`src/rtl/icache_direct_pkg.sv`:
```
// Shared types for the direct-mapped instruction cache: address split, frame layout, FSM states.
package icache_direct_pkg;

    localparam int SETS  = 16;
    localparam int IDX_W = $clog2(SETS);
    localparam int TAG_W = 32 - IDX_W - 2;

    typedef logic [31:0] word_t;

    typedef struct packed {
        logic [TAG_W-1:0] tag;
        logic [IDX_W-1:0] idx;
        logic [1:0]       bytoff;
    } icachef_t;

    typedef struct packed {
        logic             valid;
        logic [TAG_W-1:0] tag;
        word_t            data;
    } icache_frame_t;

    typedef enum logic [0:0] {
        IDLE  = 1'b0,
        FETCH = 1'b1
    } icache_state_t;

endpackage

```
`src/rtl/icache_direct_if.sv`:
```
// Datapath fetch port and memory-control read port of the instruction cache, bundled as one interface.
interface icache_direct_if;
    import icache_direct_pkg::*;

    logic  imemREN;
    word_t imemaddr;
    logic  ihit;
    word_t imemload;
    logic  iflush;
    logic  iREN;
    word_t iaddr;
    logic  iwait;
    word_t iload;

    modport slave (
        input  imemREN, imemaddr, iflush, iwait, iload,
        output ihit, imemload, iREN, iaddr
    );

    modport master (
        output imemREN, imemaddr, iflush, iwait, iload,
        input  ihit, imemload, iREN, iaddr
    );

endinterface

```
`src/rtl/icache_direct.sv`:
```
// Direct-mapped, one-word-block instruction cache: zero-latency hits from the frame array,
// single-word refill from memory control on a miss, flush support with in-flight fill discard.
module icache_direct
    import icache_direct_pkg::*;
(
    input  logic            CLK,
    input  logic            nRST,
    icache_direct_if.slave  bus
);

    icache_state_t state_r;
    word_t         miss_addr_r;
    logic          discard_r;
    icache_frame_t frames_r [SETS];

    icachef_t req_s;
    icachef_t miss_s;
    logic     match_s;
    logic     hit_s;

    assign req_s  = bus.imemaddr;
    assign miss_s = miss_addr_r;

    // Tag lookup; only iflush and state gate the hit, never the memory-side inputs.
    always_comb begin
        match_s = frames_r[req_s.idx].valid && (frames_r[req_s.idx].tag == req_s.tag);
        hit_s   = (state_r == IDLE) && bus.imemREN && match_s && !bus.iflush;
    end

    // Datapath-facing response; the word is forced to zero whenever there is no hit.
    always_comb begin
        bus.ihit = hit_s;
        if (hit_s) begin
            bus.imemload = frames_r[req_s.idx].data;
        end else begin
            bus.imemload = 32'h0000_0000;
        end
    end

    assign bus.iREN  = (state_r == FETCH);
    assign bus.iaddr = miss_addr_r;

    // Miss FSM and frame array; only valid bits are reset, tag/data are overwritten on fill.
    always_ff @(posedge CLK or negedge nRST) begin
        if (!nRST) begin
            state_r     <= IDLE;
            miss_addr_r <= 32'h0000_0000;
            discard_r   <= 1'b0;
            for (int i = 0; i < SETS; i++) begin
                frames_r[i].valid <= 1'b0;
            end
        end else begin
            case (state_r)
                IDLE: begin
                    discard_r <= 1'b0;
                    if (bus.iflush) begin
                        for (int i = 0; i < SETS; i++) begin
                            frames_r[i].valid <= 1'b0;
                        end
                        state_r <= IDLE;
                    end else if (bus.imemREN && !match_s) begin
                        miss_addr_r <= {bus.imemaddr[31:2], 2'b00};
                        state_r     <= FETCH;
                    end else begin
                        state_r <= IDLE;
                    end
                end
                FETCH: begin
                    if (bus.iflush) begin
                        for (int i = 0; i < SETS; i++) begin
                            frames_r[i].valid <= 1'b0;
                        end
                        discard_r <= 1'b1;
                    end
                    // A flush seen before or during the completing cycle suppresses the write.
                    if (!bus.iwait) begin
                        if (!discard_r && !bus.iflush) begin
                            frames_r[miss_s.idx] <= '{valid: 1'b1, tag: miss_s.tag, data: bus.iload};
                        end
                        discard_r <= 1'b0;
                        state_r   <= IDLE;
                    end
                end
                default: begin
                    state_r   <= IDLE;
                    discard_r <= 1'b0;
                end
            endcase
        end
    end

endmodule
```
`src/flat_wrapper.sv`:
```
// flat-port wrapper written by rule: the top's interface ports become plain ports
module icache_direct_flat import icache_direct_pkg::*;
  (CLK, nRST, bus_imemREN, bus_imemaddr, bus_iflush, bus_iwait, bus_iload, bus_ihit, bus_imemload, bus_iREN, bus_iaddr);
  icache_direct_if bus_i ();
  input  logic CLK;
  input  logic nRST;
  input wire logic [$bits(bus_i.imemREN)-1:0] bus_imemREN;
  input wire logic [$bits(bus_i.imemaddr)-1:0] bus_imemaddr;
  input wire logic [$bits(bus_i.iflush)-1:0] bus_iflush;
  input wire logic [$bits(bus_i.iwait)-1:0] bus_iwait;
  input wire logic [$bits(bus_i.iload)-1:0] bus_iload;
  output wire logic [$bits(bus_i.ihit)-1:0] bus_ihit;
  output wire logic [$bits(bus_i.imemload)-1:0] bus_imemload;
  output wire logic [$bits(bus_i.iREN)-1:0] bus_iREN;
  output wire logic [$bits(bus_i.iaddr)-1:0] bus_iaddr;
  assign bus_i.imemREN = bus_imemREN;
  assign bus_i.imemaddr = bus_imemaddr;
  assign bus_i.iflush = bus_iflush;
  assign bus_i.iwait = bus_iwait;
  assign bus_i.iload = bus_iload;
  assign bus_ihit = bus_i.ihit;
  assign bus_imemload = bus_i.imemload;
  assign bus_iREN = bus_i.iREN;
  assign bus_iaddr = bus_i.iaddr;
  icache_direct u_core (.CLK(CLK), .nRST(nRST), .bus(bus_i));
endmodule
```
`config.mk`:
```
export PLATFORM = sky130hd
export DESIGN_NAME = icache_direct_flat
export DESIGN_NICKNAME = d
export VERILOG_FILES = /design/src/rtl/icache_direct_pkg.sv /design/src/rtl/icache_direct_if.sv /design/src/rtl/icache_direct.sv /design/src/flat_wrapper.sv
export SDC_FILE = /design/constraint.sdc
export NUM_CORES = 1
export LEC_CHECK = 0
export ABC_AREA = 0
export CAP_MARGIN = 15
export CORE_AREA = 8 8 408 290
export DETAILED_ROUTE_END_ITERATION = 7
export DIE_AREA = 0 0 416 298
export SLEW_MARGIN = 20
export SYNTH_ARGS = -nofsm -noshare
export SYNTH_HDL_FRONTEND = slang
export SYNTH_SLANG_ARGS = --single-unit
```
`constraint.sdc`:
```
create_clock -name CLK -period 4.8 [get_ports CLK]
set_input_delay 0.48 -clock CLK [delete_from_list [all_inputs] [get_ports CLK]]
set_output_delay 0.48 -clock CLK [all_outputs]
set_load 0.005 [all_outputs]
```
==> results of run 1 <==
[cell usage in the layout (no fill, tap or decap), drive strengths merged, types with 30 or more instances in the layout]
master | synthesis | routed
clkbuf | 60 | 118
a21oi | 34 | 34
dfrtp | 48 | 48
clkdlybuf4s50 | 0 | 124
nand3 | 35 | 35
nor2 | 35 | 35
mux4 | 258 | 258
o21ai | 41 | 41
mux2i | 42 | 42
clkinv | 1 | 48
and2 | 63 | 63
nand2 | 54 | 54
a22o | 36 | 36
edfxtp | 928 | 928
buf | 51 | 103
or4 | 30 | 30
[kinds of logic (layout without fill, tap and decap cells)]
logic type | Yosys count | in the layout | share of synthesized area (%)
DFF | 976 | 976 | 74.7
and+or+nand+nor | 269 | 269 | 3.83
buffers and inverters | 132 | 431 | 1.67
muxes | 311 | 311 | 16.4
other | 1 | 3 | 0.00964
xor gates and xnor gates | 24 | 24 | 0.540
AOI/OAI and AO/OA | 164 | 164 | 2.82
[routing by layer]
metal | track usage [%] | wire length [um] | vias up
li1 | - | - | 8274
met1 | 20.7 | 41500 | 10500
met2 | 25.6 | 48300 | 659
met3 | 2.87 | 5570 | 143
met4 | 3.63 | 1960 | 2
met5 | 0 | 13 | -
[cell type report]
type | instances | area, um2
antenna | 1 | 2.50
fill | 9692 | 66000
timing repair buffer | 229 | 2360
clock inverter | 64 | 669
clock buffer | 117 | 2540
sequential | 976 | 29100
multi-input combinational | 770 | 9350
tap | 1470 | 1840
inverter | 21 | 78.8
[power groups by stage]
| stage | clock network, mW | registers (mW) | logic (mW) |
|---|---|---|---|
| floorplan | 0 | 9.94 | 0.640 |
| global placement | 0 | 10.0 | 1.15 |
| detailed placement | 0 | 10.1 | 1.18 |
| CTS | 7.79 | 9.89 | 1.18 |
| global route | 8.11 | 9.91 | 1.26 |
| finish | 7.63 | 9.88 | 1.17 |
[repair_timing]
action | in CTS | in global routing
gates resized for setup | 1 | 7
hold buffers | 0 | 0
cloned | 0 | 0
setup endpoints to repair | 1 | 32
pin swaps | 0 | 1
[metrics by stage]
stage / area [um2] / hold WS, ns / std cells
CTS: 45900 / 0.0207 / 3647
global placement: 42700 / 0.489 / 3466
global route: 45900 / 0.0785 / 3648
finish: 45900 / 0.0323 / 3648
floorplan: 38900 / 0.184 / 1878
detailed placement: 42700 / 0.517 / 3466
[worst paths after layout]
check	slack, ns	cells after the start	end
max	0.14	11	bus_imemload[9]
min	0.03	2	u_core.bus.iaddr[31]$_DFFE_PN0P_
max reg2reg	1.09	10	u_core.bus.iaddr[30]$_DFFE_PN0P_
min reg2reg	0.53	2	u_core.frames_r[648]$_DFF_PN0_
max in group asynchronous	4.29	2	u_core.bus.iaddr[26]$_DFFE_PN0P_
min in group CLK	0.41	3	u_core.discard_r$_DFFE_PN0P_
==> key figures, run 1 <==
Route
  • DR vias/cell: 5.37
  • WL/cell: roughly 27 um
  • 1st-pass router iterations: 5
  • Initial DRC Count: between 1500 and 2000
  • Final WL: 97300 um
  • DRC Markers: 0
  • Vias: 19578
  • Antenna-violating nets left: 0

Setup path
  • CP Buf/Inv Count: 3
  • CP max FO: 19
  • Slowest-stage cell, CP: a2111oi_0
  • Max incr delay on CP: between 0.5 and 0.6 ns
  • Top cell by count, worst path: buf_12
  • CP cell instances: mux4_2 -> xnor2_1 -> a21boi_0 -> a2111oi_0 -> nand3b_1 -> nor4b_2 -> and4_4 -> buf_12 -> buf_12 -> and2_1 -> clkdlybuf4s50_1
  • Kind of critical path: register to primary output
  • CP arrival: 4.18 ns
  • Worst endpoint required time: 4.32 ns
  • CP Capture Type: primary output
  • Delay-heaviest family, CP: simple AND/OR/NAND/NOR gates
  • Startpoint Class: register

Timing
  • Final Critical Period: 4.66 ns
  • Tcrit/Tclk final: a little over nine tenths
  • Max-slew violation count: 0
  • TNS Setup: 0 ns
  • Worst-margin pin slew: roughly 0.85 ns
  • Setup violators final: 0
  • Slew headroom: 43.0%
  • Fin. Hold Viols: 0
  • Clock Skews: 0.0340 ns
  • Max Clk Rate: ~210 MHz
  • Unrepaired setup endpoints after global routing: false
  • Setup WS post-layout: 0.137 ns

Synthesis
  • Count leader, synth: edfxtp_1
  • Syn Inst Count: 1877
  • Average cell area after synthesis: between 20 and 25 um2
  • Sequential share of the synthesized area: 74.7%
  • Post-synth top flop: edfxtp_1
  • Top cells by area, synth: edfxtp_1 (72%), mux4_2 (15%), dfrtp_1 (3.1%)
  • Netlist Area Pre-Place: approximately 40000 um2
  • Synth warn: 0
  • Ys async rst share: 4.92%
  • EDFF count, synth: just over 900
  • Largest area contributor in the netlist: edfxtp_1
  • Yosys cell types: 56
  • Yosys reg bits: roughly 980
  • Synth top cells by count: edfxtp_1 (928), mux4_2 (252), and2_1 (63)
  • Post-synth top area share: 71.6%

Pwr
  • PwrDens: approximately 400 nW/um2
  • Net Sw Frac: 21.6%
  • Internal power: 14.6 mW
  • Peak supply drop: 0.000275 V
  • Leakage power: 14.4 nW
  • Logic pwr share: ~6.3%
  • Net switching power: about 4.0 mW
  • Seq pwr share: 52.9%
  • Clock share of power: 40.8%
  • Total power: 18.7 mW

Hold path
  • HP Class: primary input to async pin

Global routing
  • Vias in the first global route: 20175
  • First-pass GRT wire length: 141000 um
  • Pin count of the biggest net entering global routing: 62
  • Initial antenna violation count: 6
  • Overall Global Routing Usage: between 15 and 20%
  • Global route total overflow: 0

Floorplanning
  • Die W: 416 um
  • Site row count: 103
  • Initial core utilization: a little over a third
  • Die area: 124000 um2
  • Io pins: 135
  • Core area: 112000 um2
  • Die height: 298 um

Final layout
  • Post-layout util: 41.0%
  • Area grow syn2layout: 18.0%
  • Layout cells sized above 1: 24.5%
  • Fin nets: around 2200

Clocking
  • Clk sinks: 976
  • TritonCTS Buffers: a little under 100
  • H-tree levels: 3
  • Clock Path Buffers: 3
  • CTS tree: yes
  • Clock latency on the worst-skew pair: 0.67 ns
  • Root Buffer: clkbuf_16
  • CTS clock-pin slew for the worst setup and hold paths: 0.06 ns
  • Post-CTS Setup Bufs: 0

Job
  • Max Cap Viol: 0

Placement
  • RePlAce Congestion: 0.807
  • HPWL after DPL: around 55000 um
  • Pre-CTS setup slack: 0.0351 ns
  • PortBufs: 130

Outcome
  • Status: finished, final reports clean
Power figures use the tool's default switching activity.
==> run 2: changes to the inputs <==
--- a/config.mk
+++ b/config.mk
@@ -10,6 +10,7 @@
 export CORE_AREA = 8 8 408 290
 export DETAILED_ROUTE_END_ITERATION = 7
 export DIE_AREA = 0 0 416 298
+export GPL_TIMING_DRIVEN = 0
 export SLEW_MARGIN = 20
 export SYNTH_ARGS = -nofsm -noshare
 export SYNTH_HDL_FRONTEND = slang
==> key figures, run 2 (synthesis results as in run 1) <==
Setup path
  • Worst R2R Path Depth: 10
  • Kind of critical path: primary input to primary output
  • Worst endpoint required time: approximately 4.3 ns
  • CP Capture Type: primary output
  • CP max FO: 10
  • Startpoint Class: primary input
  • CP arrival: approximately 4.2 ns

Route
  • Initial DRC Count: 2595
  • Final WL: 109000 um
  • Antenna-violating nets left: 0
  • DRC Markers: 0
  • DR vias/cell: 5.52
  • Vias: 20605
  • WL/cell: 29.1 um
  • 1st-pass router iterations: 6

Final layout
  • Most frequent cells in the layout: edfxtp_1 (928), mux4_2 (252), clkdlybuf4s50_1 (125)
  • Commonest non-fill, non-tap cell in the layout: edfxtp_1
  • Fin nets: roughly 2300
  • Layout cells sized above 1: between 20% and 30%
  • Area grow syn2layout: 22.2%
  • Fill cells: 9549
  • Post-layout util: 42.5%

Pwr
  • Total power: approximately 19 mW
  • Internal power: between 10 and 15 mW
  • Net Sw Frac: between 20 and 25%
  • Clock share of power: 40.1%
  • Peak supply drop: 0.000261 V
  • Seq pwr share: 53.1%
  • Logic pwr share: between 6 and 7%
  • PwrDens: between 300 and 400 nW/um2
  • Leakage power: 15.0 nW
  • Net switching power: 4.12 mW

Job
  • Max Cap Viol: 0

Placement
  • Pre-CTS setup slack: -2.64 ns
  • RePlAce Congestion: 0.868
  • HPWL after DPL: 71500 um
  • PortBufs: approximately 130

Clocking
  • H-tree levels: 3
  • Clock latency on the worst-skew pair: 0.67 ns
  • CTS clock-pin slew for the worst setup and hold paths: 0.07 ns
  • Clock Path Buffers: 3
  • Clk sinks: 976
  • CTS tree: yes
  • TritonCTS Buffers: 97
  • Root Buffer: clkbuf_16

Global routing
  • Overall Global Routing Usage: 17.1%
  • Pin count of the biggest net entering global routing: 53
  • Vias in the first global route: roughly 21000
  • Initial antenna violation count: 3
  • First-pass GRT wire length: 154000 um
  • Global route total overflow: 0

Timing
  • Fin. Hold Viols: 0
  • Worst-margin pin slew: 0.977 ns
  • Final Critical Period: 4.72 ns
  • Max Clk Rate: 212 MHz
  • Slew headroom: 34.8%
  • Clock Skews: slightly below 0.03 ns
  • Max-slew violation count: 0
  • Setup violators final: 0
  • Setup WS post-layout: about 0.076 ns
  • Hold slack: 0.422 ns
  • Tcrit/Tclk final: 98.4%

Outcome
  • Status: finished, final reports clean

Floorplanning
  • Site row count: 103
  • Io pins: 135
  • Die W: about 420 um
  • Initial core utilization: 34.8%
  • Die area: 124000 um2
  • Core area: 112000 um2
  • Die height: about 300 um

Hold path
  • HP Class: primary input to async pin
-- run 2: cell count changes in the layout (fill, tap and decap cells not counted), moves of 4 or more --
cell / before / now
buf_4: 75 / 35
buf_16: 0 / 39
clkbuf_1: 18 / 51
clkbuf_2: 0 / 17
buf_12: 25 / 38
buf_6: 1 / 14
and2_1: 63 / 57
and2_4: 0 / 5
buf_2: 1 / 6
a221oi_4: 0 / 4
buf_8: 1 / 5
clkinv_8: 4 / 0
-- run 2: path summary, 6_finish.rpt --
path                                                start                                to  slack [ns]
max                                       bus_imemaddr[2]                  bus_imemload[14]        0.08
min                                                  nRST   u_core.bus.iaddr[3]$_DFFE_PN0P_        0.42
max reg2reg                                      register  u_core.bus.iaddr[19]$_DFFE_PN0P_        1.30
min reg2reg                u_core.frames_r[707]$_DFF_PN0_    u_core.frames_r[707]$_DFF_PN0_        0.53
max in group asynchronous                            nRST    u_core.frames_r[176]$_DFF_PN0_        3.88
min in group CLK                                bus_iwait      u_core.discard_r$_DFFE_PN0P_        0.46
-- run 2: worst max-delay path: stages --
cell,delay [ns]
buf_6,0.16
buf_2,0.44
mux4_2,0.57
o22a_1,0.25
o21ai_1,0.21
xor2_2,0.30
nand3_1,0.14
nor4_2,0.33
and4_4,0.38
buf_4,0.15
clkbuf_8,0.16
and2_1,0.13
clkdlybuf4s50_1,0.50
-- run 2: repair_timing --
action                                  4_1_cts  5_1_grt
pin swaps                                     4        5
endpoints found under the setup margin       64       33
setup buffers                                 8        8
hold buffers                                  1        0
endpoints found under the hold margin        48        0
gates resized for setup                     173       25
-- run 2: routing by layer --
metal | vias up | track usage, % | share of wire (%)
li1 | 8466 | - | -
met1 | 10979 | 23.6 | 42
met2 | 994 | 27.7 | 48
met3 | 166 | 3.81 | 8.1
met4 | 0 | 3.95 | 2.2
met5 | - | 0 | 0
-- run 2: area by class of cell --
cell class	count	area [um2]	share of cell area, %
antenna	2	5.00	0.0105
buffer	111	952	2.00
clock buffer	120	2600	5.47
clock inverter	56	520	1.10
inverter	21	80.1	0.169
multi-input combinational	770	9480	20.0
sequential	976	29100	61.2
tap	1470	1840	3.87
timing repair buffer	210	2970	6.25
-- run 2: stage by stage --
stage	instances	area [um2]	TNS, ns
global route	3736	47500	-0.00135
global placement	3477	42000	-4947.46
detailed placement	3541	43700	-104.16
floorplan	1878	38900	0
CTS	3726	47300	0
finish	3736	47500	0
-- run 2: power by group through the flow --
stage / Combinational, mW / Sequential [mW] / Clock (mW)
after floorplan: 0.640 / 9.94 / 0
after detailed placement: 1.20 / 10.1 / 0
after global routing: 1.34 / 9.93 / 7.94
final: 1.27 / 9.91 / 7.50
after global placement: 1.15 / 10.1 / 0
after CTS: 1.25 / 9.91 / 7.63
